`src/rtl/etc_pkg.sv`:
```
// Shared types for the extended tensor core tile reduce stage.
package etc_pkg;

  localparam int unsigned ETC_W = 16;

  typedef logic [3:0][3:0][ETC_W-1:0] tile_t;

  typedef enum logic [1:0] {
    RED_PLUS = 2'b00,
    RED_MIN  = 2'b01,
    RED_MAX  = 2'b10,
    RED_OR   = 2'b11
  } reduce_op_e;

  typedef enum logic [1:0] {
    ST_IDLE,
    ST_ACCUM,
    ST_DONE
  } state_e;

endpackage

```
`src/rtl/etc_reduce_elem.sv`:
```
// Combinational single-element combine for the tile reduce stage.
// ETC_REDUCE_SAT_EN selects a saturating plus; otherwise plus wraps and sat is 0.
module etc_reduce_elem
  import etc_pkg::*;
#(
  parameter int unsigned W = ETC_W
) (
  input  logic [W-1:0] a,
  input  logic [W-1:0] b,
  input  reduce_op_e   op,
  output logic [W-1:0] y,
  output logic         sat
);

`ifdef ETC_REDUCE_SAT_EN
  logic [W:0] sum_w;
  assign sum_w = {1'b0, a} + {1'b0, b};
`endif

  always_comb begin
    y   = '0;
    sat = 1'b0;
    case (op)
      RED_PLUS: begin
`ifdef ETC_REDUCE_SAT_EN
        y   = sum_w[W] ? '1 : sum_w[W-1:0];
        sat = sum_w[W];
`else
        y   = a + b;
`endif
      end
      RED_MIN: y = (a < b) ? a : b;
      RED_MAX: y = (a > b) ? a : b;
      RED_OR:  y = a | b;
      default: y = '0;
    endcase
  end

endmodule

```
`src/rtl/etc_tile_reduce.sv`:
```
// Folds a stream of 4x4 partial tiles with a selectable reduce op into one output tile per job.
// ETC_REDUCE_SAT_EN enables saturating plus and the sticky sat_flag.
module etc_tile_reduce
  import etc_pkg::*;
#(
  parameter int unsigned W    = ETC_W,
  parameter int unsigned KMAX = 64,
  parameter int unsigned KW   = $clog2(KMAX + 1)
) (
  input  logic                      clk,
  input  logic                      rst_n,
  input  logic                      cfg_valid,
  output logic                      cfg_ready,
  input  logic [1:0]                cfg_op,
  input  logic [KW-1:0]             cfg_ktiles,
  input  logic                      in_valid,
  output logic                      in_ready,
  input  logic [3:0][3:0][W-1:0]    in_tile,
  output logic                      out_valid,
  input  logic                      out_ready,
  output logic [3:0][3:0][W-1:0]    out_tile,
  output logic                      sat_flag
);

  state_e                   state_q, state_d;
  reduce_op_e               op_q, op_d;
  logic [KW-1:0]            ktiles_q, ktiles_d;
  logic [KW-1:0]            count_q, count_d;
  logic [3:0][3:0][W-1:0]   acc_q, acc_d;
  logic                     sat_q, sat_d;

  logic [3:0][3:0][W-1:0]   red_y;
  logic [15:0]              red_sat;

  for (genvar r = 0; r < 4; r++) begin : g_row
    for (genvar c = 0; c < 4; c++) begin : g_col
      etc_reduce_elem #(.W(W)) u_elem (
        .a   (acc_q[r][c]),
        .b   (in_tile[r][c]),
        .op  (op_q),
        .y   (red_y[r][c]),
        .sat (red_sat[r*4+c])
      );
    end
  end

  assign cfg_ready = (state_q == ST_IDLE);
  assign in_ready  = (state_q == ST_ACCUM);
  assign out_valid = (state_q == ST_DONE);
  assign out_tile  = acc_q;
  assign sat_flag  = sat_q;

  always_comb begin
    state_d  = state_q;
    op_d     = op_q;
    ktiles_d = ktiles_q;
    count_d  = count_q;
    acc_d    = acc_q;
    sat_d    = sat_q;
    case (state_q)
      ST_IDLE: begin
        if (cfg_valid) begin
          op_d     = reduce_op_e'(cfg_op);
          ktiles_d = (cfg_ktiles > KW'(KMAX)) ? KW'(KMAX) : cfg_ktiles;
          count_d  = '0;
          sat_d    = 1'b0;
          if (cfg_ktiles == '0) begin
            acc_d   = '0;
            state_d = ST_DONE;
          end else begin
            state_d = ST_ACCUM;
          end
        end
      end
      ST_ACCUM: begin
        if (in_valid) begin
          count_d = count_q + KW'(1);
          // First tile seeds the accumulator so no identity value is needed per op.
          if (count_q == '0) begin
            acc_d = in_tile;
          end else begin
            acc_d = red_y;
            sat_d = sat_q | (|red_sat);
          end
          if (count_q == ktiles_q - KW'(1)) begin
            state_d = ST_DONE;
          end
        end
      end
      ST_DONE: begin
        if (out_ready) begin
          state_d = ST_IDLE;
        end
      end
      default: state_d = ST_IDLE;
    endcase
  end

  always_ff @(posedge clk or negedge rst_n) begin
    if (!rst_n) begin
      state_q  <= ST_IDLE;
      op_q     <= RED_PLUS;
      ktiles_q <= '0;
      count_q  <= '0;
      acc_q    <= '0;
      sat_q    <= 1'b0;
    end else begin
      state_q  <= state_d;
      op_q     <= op_d;
      ktiles_q <= ktiles_d;
      count_q  <= count_d;
      acc_q    <= acc_d;
      sat_q    <= sat_d;
    end
  end

endmodule

```
`config.mk`:
```
export PLATFORM = sky130hd
export DESIGN_NAME = etc_tile_reduce
export DESIGN_NICKNAME = d
export VERILOG_FILES = /design/src/rtl/etc_pkg.sv /design/src/rtl/etc_reduce_elem.sv /design/src/rtl/etc_tile_reduce.sv
export SDC_FILE = /design/constraint.sdc
export NUM_CORES = 2
export LEC_CHECK = 0
export BUFFER_PORTS_ARGS = -buffer_cell sky130_fd_sc_hd__buf_2
export CORE_ASPECT_RATIO = 0.8
export CORE_MARGIN = 4
export CORE_UTILIZATION = 60
export DETAILED_ROUTE_END_ITERATION = 8
export GPL_TIMING_DRIVEN = 1
export PLACE_DENSITY_LB_ADDON = 0.1
export SYNTH_ARGS = -nofsm -noshare
export SYNTH_HDL_FRONTEND = slang
export SYNTH_SLANG_ARGS = --single-unit
```
`constraint.sdc`:
```
create_clock -name clk -period 6 [get_ports clk]
set_clock_uncertainty 0.2 [all_clocks]
set_input_delay 0.9 -clock clk [delete_from_list [all_inputs] [get_ports clk]]
set_output_delay 0.9 -clock clk [all_outputs]
set_load 0.03 [all_outputs]
```
# Word-level counts from Yosys, hierarchy flattened
# Cells that the tools add are included.
dict set report word_totals {
  mem_bits_ro 0
  ramBits 0
  n_memories 0
  latch_bits 0
  register_bits 274
}
dict set report classes {
  n_div 0
  reduce_logical 24
  n_mux 63
  add_sub_neg 18
  order_cmp 33
  shift 0
  bitwise 16
  mul 0
  eq_ne 43
}
# operator count
set op_table {}
lappend op_table {{$mux 256} 4}
lappend op_table {{$pmux 16 s4} 16}
lappend op_table {{$mux 16} 32}
lappend op_table {{$pmux 256 s2} 1}
lappend op_table {{$add 16x16->16} 16}
lappend op_table {{$gt 16x16->1} 16}
lappend op_table {{$lt 16x16->1} 16}
lappend op_table {{$or 16x16->16} 16}
lappend op_table {{$ne 4x4->1 const B} 32}
lappend op_table {{$reduce_and 6->1} 16}
lappend op_table {{$mux 7} 3}
lappend op_table {{$logic_not 7->1} 2}
lappend op_table {{$pmux 7 s2} 1}
lappend op_table {{$mux 2} 5}
lappend op_table {{$add 7x1->7 const B} 1}
lappend op_table {{$eq 7x7->1} 1}
lappend op_table {{$gt 7x7->1 const B} 1}
lappend op_table {{$sub 7x1->7 const B} 1}
lappend op_table {{$eq 2x2->1 const B} 3}
lappend op_table {{$ne 2x1->1 const B} 3}
lappend op_table {{$pmux 2 s3} 1}
lappend op_table {{$eq 2x1->1 const B} 2}
lappend op_table {{$logic_not 2->1} 2}
lappend op_table {{$ne 2x2->1 const B} 2}
lappend op_table {{other kinds (4)} 4}

# Logic depth before layout (Yosys ltp)
dict set report depth {
  ltp_word 6
  depth_mapped 14
  ltp_nobuf 11
}

# Modules after synthesis
# From an unflattened synthesis, not the netlist that was laid out.
dict set report unflattened {
  cells_unflattened 6117
  hier_area_um2 47304.1
}
# module seq_area_each_um2 area_each_um2 cells_each instances
set modules_own_cells {}
lappend modules_own_cells {{etc_reduce_elem (g_row[0].g_col[1].u_elem ...)} 0.0 2157.1 312 8}
lappend modules_own_cells {etc_tile_reduce 6881.6 13023.7 1239 1}
lappend modules_own_cells {{etc_reduce_elem (g_row[2].g_col[2].u_elem ...)} 0.0 2134.5 300 6}
lappend modules_own_cells {{etc_reduce_elem (g_row[0].g_col[0].u_elem ...)} 0.0 2108.3 291 2}

# Least setup slack after synthesis
# OpenSTA, ideal clock, no wires.
dict set report synth_timing {
  kind {input port to flip-flop}
  from {input in_tile[167] (netlist name)}
  to {register acc_q, in the netlist out_tile[162]}
  arrival_ps 3357
  setup_time_ps 133
  cell_stages 13
  required_ps 5667
  setup_slack_ps 2311
  path_buffers 3
  cell_sequence {inv_1 -> ha_1 -> clkbuf_1 -> or4_1 -> nor4b_1 -> nand2_1 -> nand2_1 -> o32ai_1 -> a311o_1 -> buf_2 -> buf_2 -> a221oi_1 -> a21oi_1}
}
dict set report synth_via {
  elab_chain_len 3
  elab_cells_between_ends 5
  classes_between {order compare (2); eq/ne (2); reduce/logical (1)}
}
# element line
set synth_rtl {}
lappend synth_rtl {{start, declared} etc_tile_reduce.sv:18} ;# input logic [3:0][3:0][W-1:0] in_tile,
lappend synth_rtl {{$gt 16x16->1 / $lt 16x16->1 (equally long branches)} {etc_reduce_elem.sv:33, etc_reduce_elem.sv:32}}
lappend synth_rtl {{$ne 4x4->1 (no line)} n/a}
lappend synth_rtl {{$reduce_and 6->1 (no line) *} n/a}
lappend synth_rtl {{end signal, assigned} etc_tile_reduce.sv:105} ;# acc_q <= '0;
lappend synth_rtl {{end signal, assigned} etc_tile_reduce.sv:112} ;# acc_q <= acc_d;
lappend synth_rtl {{end, declared} etc_tile_reduce.sv:29} ;# logic [3:0][3:0][W-1:0] acc_q, acc_d;
# Mark *: on every way between the ends. The rest lies on a longest branch, timed or not.
# A chain may end at the register's enable or synchronous reset.

# Worst setup path in the final report
dict set report layout_timing {
  from {register state_q[1]}
  to {register acc_q, in the netlist out_tile[175]}
}
dict set report layout_via {
  elab_chain_len 3
  elab_cells_between_ends 10
  classes_between {eq/ne (6); mux (1); reduce/logical (3)}
}
# element line
set layout_rtl {}
lappend layout_rtl {{start, declared} etc_tile_reduce.sv:25} ;# state_e state_q, state_d;
lappend layout_rtl {{start signal, assigned} etc_tile_reduce.sv:108} ;# state_q <= state_d;
lappend layout_rtl {{$eq 2x1->1 / $logic_not 2->1 (equally long branches)} etc_tile_reduce.sv:60} ;# case (state_q)
lappend layout_rtl {{$ne 4x4->1 (no line) (tied with other cells)} n/a}
lappend layout_rtl {{$reduce_and 6->1 (no line)} n/a}
# Several ways; a longest one is shown, not always the timed one.

==> results_dict.tcl <==
set metrics [dict create \
    antenna_found_initial 37 \
    setup_violations 0 \
    max_freq_ghz 0.224 \
    num-fill-cells 5295 \
    stdcell_count 6025 \
    period_minus_slack_ps 4460 \
    fin_crit_sh 0.743 \
    synth-seq-cells 274 \
    cp.arrival_ps 4710 \
    synth-edff-count 0 \
    rsz0062_at_grt "no" \
    ir_drop_uv 560 \
    post_cts_resized 0 \
    synthTopCellsByArea "ha_1 25%, dfrtp_1 18%, inv_1 6.4%, a21oi_1 5.2%, o21ai_0 4.8%" \
    dr_wl_met3_um 13400 \
    post-place-cells 5929 \
    core_um2 61300 \
    pre_cts_slack_ps 1490 \
    port_buffers 528 \
    leakage_nw 21.2 \
    dr.max_layer_used "met5" \
    clk_path_buf_depth 3 \
    wl_met2_um 56100 \
    synthFlopType "dfrtp_1" \
    die-area_um2 66200 \
    wl_per_cell_um 21.7 \
    cpMaxStageDelayCell "a311o_1" \
    yosysSeqAreaShare 0.184 \
    final_core_utilization 0.681 \
    setup_tns_ps 0 \
    via_per_inst 6.26 \
    tightest_slew_ps 1160 \
    postCtsHoldBufs 0 \
    postSynthAreaPerCell_um2 7.82 \
    m1WireLength_um 55700 \
    die_w_um 287 \
    cts_buffers 37 \
    ys_async_sr_fraction 1.00 \
    setup_ws_ps 1540 \
    area_delta_synth_final_pct 12.0 \
    ant_nets 0 \
    p_seq_frac 0.161 \
    maxCapViolCount 0 \
    sw_frac_of_total 0.579 \
    yosysUniqueCellTypes 87 \
    start_util 0.608 \
    drc 0 \
    via_count 37700 \
    grt.total_usage 0.375 \
    crit_path_end_kind "flop" \
    start_kind "flop" \
    synth_area_leader_cell "ha_1" \
    rows 81 \
    synthTopCellsByCount "759 x ha_1, 639 x inv_1, 385 x a21oi_1" \
    chipHeight_um 231 \
    cpMostUsedCell "buf_4" \
    grt_pass1_wl_um 200000 \
    p_per_area_nw_per_um2 555 \
    cts-root-buf "clkbuf_16" \
    clk_latency_ps 580 \
    crit_type "reg2reg" \
    finalHoldViolations 0 \
    firstDrtPassIters 6 \
    path_max_fanout 44 \
    cts_tree "yes" \
    yosysTopAreaCellShare 0.255 \
    finalMaxSlewViolations 0 \
    p_int_mw 9.76 \
    drt_iter0_markers 3701 \
    synth_most_common_cell "ha_1" \
    synthCells 4768 \
    cp.required_ps 6260 \
    relSlewSlack 0.226 \
    syn-cell-area_um2 37300 \
    grt_max_degree 136 \
    hp-class "in2async" \
    grt-ovfl-total 0 \
    cts.htree.levels 2 \
    path_cells "nand2b_4 -> inv_2 -> o31a_2 -> buf_4 -> nand2_4 -> o32ai_1 -> a311o_1 -> buf_4 -> nor2_1 -> a32o_1" \
    hpwl_um 92300 \
    nNetsFinal 6183 \
    cts_num_sinks 274 \
    postCtsSetupBuffers 0 \
    clkPwrFrac 0.097 \
    path_clk_slew_ps 60 \
    drive_gt1_frac 0.137 \
    ys_warn_count 0 \
    p_switching_mw 13.4 \
    wl_um 131000 \
    status "finished, final reports clean" \
    ioPinCount 530 \
    syn_nets 5813 \
    grt_pass1_vias 34900 \
    cp_slowest_stage_delay_ps 640 \
    fin_hold_ws_ps 27.4 \
    gp_congestion 0.962 \
    p_comb_frac 0.742 \
]
## area by class of cell
cell class	instances	area (um2)	area share
clock buffer	58	1120	0.0267
timing repair buffer	571	3030	0.0724
multi-input combinational	3612	27200	0.651
tap	830	1040	0.0249
inverter	642	2420	0.0579
sequential	274	6860	0.164
antenna	31	77.6	0.00186
clock inverter	7	41.3	0.000988
## routing by layer
layer,up-vias,global-route usage
met5,-,0
met4,12,0.162
met3,316,0.0751
met2,1938,0.570
met1,17900,0.520
li1,17600,-
## per-stage QoR
| step | power (mW) | area [um2] |
|---|---|---|
| floorplan | 15.4 | 37300 |
| global placement | 20.2 | 40500 |
| detailed placement | 20.4 | 40500 |
| CTS | 22.8 | 41700 |
| global route | 24.8 | 41800 |
| finish | 23.2 | 41800 |
## cell families after synthesis
| group | Yosys count | share of synthesized area |
|---|---|---|
| AND/OR/NAND/NOR | 1063 | 0.133 |
| buffers and inverters | 882 | 0.0903 |
| multiplexers | 54 | 0.0154 |
| adder cells (fa/ha/maj) | 775 | 0.263 |
| AO/OA/AOI/OAI | 1538 | 0.272 |
| other | 1 | 0.000101 |
| XOR/XNOR | 181 | 0.0425 |
| flip-flops | 274 | 0.184 |
## cell usage in the layout (no fill, tap or decap), types with 76 or more instances in the layout
cell / Yosys / routed
a21oi_1: 385 / 385
a221oi_1: 98 / 98
buf_2: 29 / 527
dfrtp_1: 274 / 274
ha_1: 759 / 758
inv_1: 639 / 638
nand2_1: 347 / 342
nor2_1: 297 / 295
nor3_1: 93 / 91
o21ai_0: 358 / 358
o22ai_1: 76 / 76
xnor2_1: 109 / 109
## state kept, by name, summed over array words and instances (netlist names)
name      flops
count_q       7
ktiles_q      7
op_q          2
out_tile    256
state_q       2
## power groups by stage
stage               sequential, mW  clock, mW  combinational (mW)
detailed placement            3.71          0                16.7
floorplan                     4.96          0                10.4
global placement              3.68          0                16.5
finish                        3.73       2.26                17.2
CTS                           3.69       2.27                16.8
global route                  3.85       2.34                18.6
## worst paths after layout
check	from	depth (start not counted)	endpoint	slack (ps)
max	state_q[1]	10	out_tile[175]	1540
max in group asynchronous	rst_n	2	out_tile[2]	4300
min	rst_n	1	out_tile[243]	30
min in group clk	ktiles_q[6]	2	ktiles_q[6]	340
min reg2reg	ktiles_q[6]	2	ktiles_q[6]	340
max reg2reg	state_q[1]	10	out_tile[175]	1540
## worst max-delay path: cells and delay by family (launching register included)
| kind | cells | cell delay, ps |
|---|---|---|
| AO/OA/AOI/OAI | 4 | 1550 |
| buffers and inverters | 3 | 1280 |
| AND/OR/NAND/NOR | 3 | 850 |
| flip-flops | 1 | 410 |
Power figures use the tool's default switching activity.
